--- config.mk ---
export PLATFORM = sky130hd
export DESIGN_NAME = regfile_dump_reader
export DESIGN_NICKNAME = d
export VERILOG_FILES = /design/src/rtl/regfile_dump_reader.sv
export SDC_FILE = /design/constraint.sdc
export NUM_CORES = 1
export LEC_CHECK = 0
export CAP_MARGIN = 20
export CORE_MARGIN = 10
export CORE_UTILIZATION = 43
export DETAILED_ROUTE_END_ITERATION = 10
export GPL_TIMING_DRIVEN = 0
export MAX_ROUTING_LAYER = met4
export PLACE_DENSITY_LB_ADDON = 0.2
export SYNTH_ARGS = -nofsm -noshare
export SYNTH_HDL_FRONTEND = slang
export SYNTH_SLANG_ARGS = --single-unit
--- constraint.sdc ---
create_clock -name clk -period 2 [get_ports clk]
set_input_delay 0.5 -clock clk [delete_from_list [all_inputs] [get_ports clk]]
set_output_delay 0.5 -clock clk [all_outputs]
set_load 0.05 [all_outputs]
--- src/rtl/regfile_dump_reader.sv ---
// Walks R0..R(NUM_REGS-1) through a spare registered read port and emits each
// value on a valid/ready stream tagged with its index and a last flag.
module regfile_dump_reader #(
   parameter int DATA_W   = 32,
   parameter int NUM_REGS = 32,
   parameter int IDX_W    = 5
) (
   input  logic              clk,
   input  logic              reset,
   input  logic              start,
   output logic              busy,
   output logic              done,
   output logic              rd_en,
   output logic [IDX_W-1:0]  rd_addr,
   input  logic [DATA_W-1:0] rd_data,
   output logic              dump_valid,
   input  logic              dump_ready,
   output logic [DATA_W-1:0] dump_data,
   output logic [IDX_W-1:0]  dump_idx,
   output logic              dump_last
);

   typedef enum logic [2:0] {IDLE, READ, CAPT, SEND, FIN} state_t;

   localparam logic [IDX_W-1:0] LAST_IDX = IDX_W'(NUM_REGS - 1);

   state_t           state, state_nxt;
   logic [IDX_W-1:0] idx, idx_nxt;
   logic             hs;

   assign hs = dump_valid & dump_ready;

   always_comb begin
      state_nxt = state;
      idx_nxt   = idx;
      rd_en     = 1'b0;
      busy      = 1'b0;
      done      = 1'b0;
      case (state)
         IDLE: begin
            if (start) begin
               idx_nxt   = '0;
               state_nxt = READ;
            end
         end
         READ: begin
            rd_en     = 1'b1;
            busy      = 1'b1;
            state_nxt = CAPT;
         end
         CAPT: begin
            busy      = 1'b1;
            state_nxt = SEND;
         end
         SEND: begin
            busy = 1'b1;
            if (hs) begin
               if (dump_last) begin
                  state_nxt = FIN;
               end else begin
                  idx_nxt   = idx + IDX_W'(1);
                  state_nxt = READ;
               end
            end
         end
         FIN: begin
            done      = 1'b1;
            state_nxt = IDLE;
         end
         default: state_nxt = IDLE;
      endcase
   end

   always_ff @(posedge clk or negedge reset) begin
      if (!reset) begin
         state <= IDLE;
         idx   <= '0;
      end else begin
         state <= state_nxt;
         idx   <= idx_nxt;
      end
   end

   // Address is loaded on entry to READ so it equals idx there and holds afterwards.
   always_ff @(posedge clk or negedge reset) begin
      if (!reset) begin
         rd_addr <= '0;
      end else if (state_nxt == READ) begin
         rd_addr <= idx_nxt;
      end
   end

   always_ff @(posedge clk or negedge reset) begin
      if (!reset) begin
         dump_valid <= 1'b0;
         dump_data  <= '0;
         dump_idx   <= '0;
         dump_last  <= 1'b0;
      end else if (state == CAPT) begin
         dump_valid <= 1'b1;
         dump_data  <= rd_data;
         dump_idx   <= idx;
         dump_last  <= (idx == LAST_IDX);
      end else if (state == SEND && hs) begin
         dump_valid <= 1'b0;
      end
   end

endmodule

After elaboration in Yosys (flattened, before gate mapping) --
Index checks and enable logic that the tools add are counted.
Operators by class: add/sub/neg operators 1, equal/unequal tests 6, multiplexer cells 13, bitwise operators 1, reductions and logical operators 4
Operators with widths (count):
- $mux 5 | 3
- $pmux 3 s4 | 1
- $pmux 5 s2 | 1
- $mux 3 | 3
- $eq 3x1->1 const B | 2
- $eq 3x2->1 const B | 2
- $add 5x1->5 const B | 1
- $eq 5x5->1 const B | 1
- $mux 1 | 5
- $eq 3x3->1 const B | 1
- $logic_not 3->1 | 1
- $reduce_or 3->1 | 1
- $reduce_bool 2->1 | 1
- $and 1x1->1 | 1
- $logic_and 1x1->1 | 1
Storage, ports and cells: flip-flop bits (word level) 52, input port bits 36, output and inout port bits 47, word-level logic and storage cells 32

Depth between registers and ports, before layout --
depth after elaboration 4, mapped depth 6, gate-level depth less buffers 5

Worst setup path before layout --
No wires, ideal clock.
path kind register -> output, start register state[2], end output rd_en, arrival 1.711 ns, required time 1.500 ns, path slack -0.211 ns, cell stages (with the launch flop) 3, buffers on the path 1, cell sequence dfrtp_1 > clkbuf_1 > nor3b_1
On the way: longest elaborated chain between the ends 2
RTL lines:
- start: declaration | RTL line 27 | state_t state, state_nxt;
- start signal: assignment | RTL line 79 | state <= state_nxt;
- $eq 3x1->1 | RTL line 39 | case (state)
- $mux 1 | RTL line 39
- end: declaration | RTL line 13 | output logic rd_en,
No other way between the ends.

Final worst setup path --
start register dump_idx[1], end output dump_idx[1]
RTL lines:
- start: declaration | RTL line 19 | output logic [IDX_W-1:0] dump_idx,
- start signal: assignment | RTL line 102 | dump_idx <= idx;
No word-level cell between the ends.

==> results by group <==
Synth
  – Part of the Yosys area used for sequential elements: 63.0%
  – Top cells by area in the synthesized netlist: sky130_fd_sc_hd__dfrtp_1 63%, sky130_fd_sc_hd__mux2_2 21%, sky130_fd_sc_hd__nor3b_1 1.8%, sky130_fd_sc_hd__nand2_1 1.3%, sky130_fd_sc_hd__nor2_1 1.3%
  – Most used DFF post-synth: sky130_fd_sc_hd__dfrtp_1
  – Dominant cell type by area after synthesis: sky130_fd_sc_hd__dfrtp_1
  – Leading cell types by count after synthesis: 52 x sky130_fd_sc_hd__dfrtp_1, 38 x sky130_fd_sc_hd__mux2_2, 7 x sky130_fd_sc_hd__nand2_1, 7 x sky130_fd_sc_hd__nor2_1
  – Per-instance average area after synthesis: 14.3 µm²
  – Async set-reset flop share out of synthesis: 100%
  – Post-Syn Area: 0.00207 mm²
  – Distinct cells, synth: 24
  – Synth Net Count: 182
  – Most frequent cell after synthesis: sky130_fd_sc_hd__dfrtp_1
  – Count of state elements after synthesis: 52
  – Proportion of netlist area held by the largest area contributor: 63.0%
  – Mapped Cells: 144
  – Post-synth EDFFs: 0
  – Synth warnings: 0

Placed design
  – HPWL after detailed placement: 3770 µm
  – Routability congestion estimate from global placement: 0.780
  – IO buf count: 82
  – Cell Count Post-Placement: 281

Outcome
  – Run status: complete, no violations

Timing
  – Worst slew margin: 62.8%
  – Total of endpoints with negative setup slack in the final report: 0
  – Final Critical Period: 1.96 ns
  – Achievable frequency: 0.511 GHz
  – Max-slew violation total from the final report: 0
  – Fin Clk Skew: 0.00648 ns
  – Worst-Margin Slew: 0.558 ns
  – Final worst-path cycle share: 97.8%
  – Final-report hold violation count: 0
  – Final Hold Slack: 0.189 ns

Routing
  – First-pass detailed-route iteration total: 4
  – Number of nets still failing antenna checks after routing: 0
  – DR iter-0 viols: 58
  – DRC Markers: 0
  – Routed vias: 1452
  – Total Routed Length: 4930 µm
  – Routed vias/inst: 5.04
  – Routed WL per cell: 17.1 µm

Clocking
  – Clock root buffer: sky130_fd_sc_hd__clkbuf_8
  – Clock sink count: 52
  – Clock Pin Slew Worst Setup and Hold Paths: 0.08 ns
  – Post-CTS setup buffers: 0
  – Number of gates resized after cts: 13
  – Clk Latency, worst-skew pair: 0.29 ns
  – Maximum root-to-sink buffer count: 2
  – Count of hold buffers inserted by post-cts repair: 0
  – Number of buffers created by CTS: 5
  – Depth of the CTS H-tree: 2
  – TritonCTS clock tree: yes

Global routing
  – Number of antenna violations at the first check in global routing: 0
  – Total routing usage reported by global routing: 12.7%
  – Wire length of the first global-routing pass: 7540 µm
  – Number of global-route vias before repair: 1541
  – Maximum number of pins on one net before global-route repair: 30
  – Grt total ovfl: 0

Floorplan
  – Full die area: 0.00798 mm²
  – Core area: 0.00469 mm²
  – Number of top-level design ports: 83
  – Initial Util: 44.0%
  – Height of the die: 89.3 µm
  – Row Count: 25
  – Die extent in x: 89.3 µm

Pwr
  – Total Power: 0.00540 W
  – Power density cells: 1710 mW/mm²
  – Leakage Power: 1.72 nW
  – IR drop worst, VDD: 996 µV

Setup path
  – Worst path cell trace: clkdlybuf4s50_1
  – Worst Setup End Kind: output pin
  – Critical path start-end classification: reg -> out
  – Worst Path Arrival: 1.46 ns
  – Delay-heaviest family, CP: buffers and inverters
  – Worst R2R Setup Slack: 0.25 ns
  – Crit path required time: 1.50 ns
  – Cell with the biggest individual delay on the critical path: sky130_fd_sc_hd__clkdlybuf4s50_1
  – Peak per-stage delay on the critical path: 0.81 ns
  – Critical path fanouts, max: 2
  – Critical path buffer and inverter count: 1
  – CP startpoint kind: register

Layout
  – Final Non-Filler Cells: 288
  – Number of fill cells: 354
  – Fraction of layout cells with a size suffix above 1: 26.5%
  – Net count, final: 272
  – Layout overhead on the synthesized area: 52.6%
  – Antenna diode count: 0

Run
  – Reported max-cap violation count: 0

Hold path
  – Hold Crit Class: in -> async
-- kinds of logic after synthesis --
logic type      share of synthesized area, %
flops                                   63.0
mux                                     21.2
simple gates                            9.39
compound gates                          3.45
buf+inv                                 1.76
fa+ha+maj                               1.21
-- per-layer routing --
| metal | vias to the layer above | routed length, µm | share of wire (%) | track usage [%] |
|---|---|---|---|---|
| li1 | 685 | - | - | - |
| met1 | 702 | 2170 | 44 | 15.9 |
| met2 | 61 | 2170 | 44 | 17.9 |
| met3 | 4 | 558 | 11 | 6.02 |
| met4 | 0 | 31 | 0.63 | 3.47 |
| met5 | - | 0 | 0 | - |
-- placed cells by master (no fill, tap or decap) --
| cell type | count |
|---|---|
| sky130_fd_sc_hd__a211o_1 | 1 |
| sky130_fd_sc_hd__a21o_1 | 3 |
| sky130_fd_sc_hd__a21oi_1 | 3 |
| sky130_fd_sc_hd__a22o_1 | 2 |
| sky130_fd_sc_hd__and2_1 | 2 |
| sky130_fd_sc_hd__and3_1 | 1 |
| sky130_fd_sc_hd__buf_12 | 1 |
| sky130_fd_sc_hd__buf_2 | 7 |
| sky130_fd_sc_hd__buf_4 | 1 |
| sky130_fd_sc_hd__clkbuf_2 | 1 |
| sky130_fd_sc_hd__clkbuf_8 | 7 |
| sky130_fd_sc_hd__clkdlybuf4s15_2 | 2 |
| sky130_fd_sc_hd__clkdlybuf4s50_1 | 46 |
| sky130_fd_sc_hd__dfrtp_1 | 52 |
| sky130_fd_sc_hd__dlygate4sd2_1 | 2 |
| sky130_fd_sc_hd__dlymetal6s2s_1 | 30 |
| sky130_fd_sc_hd__ha_1 | 2 |
| sky130_fd_sc_hd__mux2_2 | 38 |
| sky130_fd_sc_hd__mux2i_1 | 1 |
| sky130_fd_sc_hd__nand2_1 | 7 |
| sky130_fd_sc_hd__nand3_1 | 4 |
| sky130_fd_sc_hd__nand3b_1 | 2 |
| sky130_fd_sc_hd__nand4_1 | 1 |
| sky130_fd_sc_hd__nand4_2 | 1 |
| sky130_fd_sc_hd__nor2_1 | 7 |
| sky130_fd_sc_hd__nor3_2 | 1 |
| sky130_fd_sc_hd__nor3b_1 | 3 |
| sky130_fd_sc_hd__nor3b_2 | 2 |
| sky130_fd_sc_hd__nor4b_2 | 1 |
| sky130_fd_sc_hd__o211ai_1 | 1 |
| sky130_fd_sc_hd__or3_1 | 2 |
-- flip-flops by register name, summed over array words and instances, names as in the netlist --
signal and count:
rd_addr 5, dump_idx 5, idx 5, dump_last 1, state 3, dump_valid 1, dump_data 32
-- area by class of cell --
class	instances	area, µm²	share of cell area [%]
plain buffers	7	37.5	1.19
well taps	54	67.6	2.14
multi-input cells	85	744	23.6
repair buffers	83	906	28.7
clock buffers	7	96.3	3.06
flip-flops and latches	52	1300	41.3
-- metrics by stage --
step / cell area, µm² / utilization (%) / TNS (ns) / setup slack [ns]
global placement: 2960 / 63.1 / -60.42 / -1.14
finish: 3150 / 67.2 / 0 / 0.0434
detailed placement: 2970 / 63.4 / -1.40 / -0.242
global route: 3150 / 67.2 / -0.0750 / -0.0354
CTS: 3070 / 65.5 / 0 / 0.00110
floorplan: 2070 / - / 0 / 0.202
-- power breakdown --
group / leakage (nW) / switching [W] / internal [W] / total [W]
sequential: 0.643 / 0.000230 / 0.00148 / 0.00171
combinational: 1.03 / 0.00193 / 0.00115 / 0.00307
clock: 0.0503 / 0.000309 / 0.000308 / 0.000617
-- path summary, 6_finish.rpt --
kind                                  start             to  cells past startpoint
worst max-delay path            dump_idx[1]    dump_idx[1]                      1
worst min-delay path                  reset       state[0]                      1
worst max register to register     state[1]  dump_data[13]                      5
worst min register to register   rd_addr[0]     rd_addr[0]                      1
max in group asynchronous             reset  dump_data[11]                      2
min in group clk                 rd_addr[0]     rd_addr[0]                      1
Note: power is estimated with default switching activity, not from simulation.
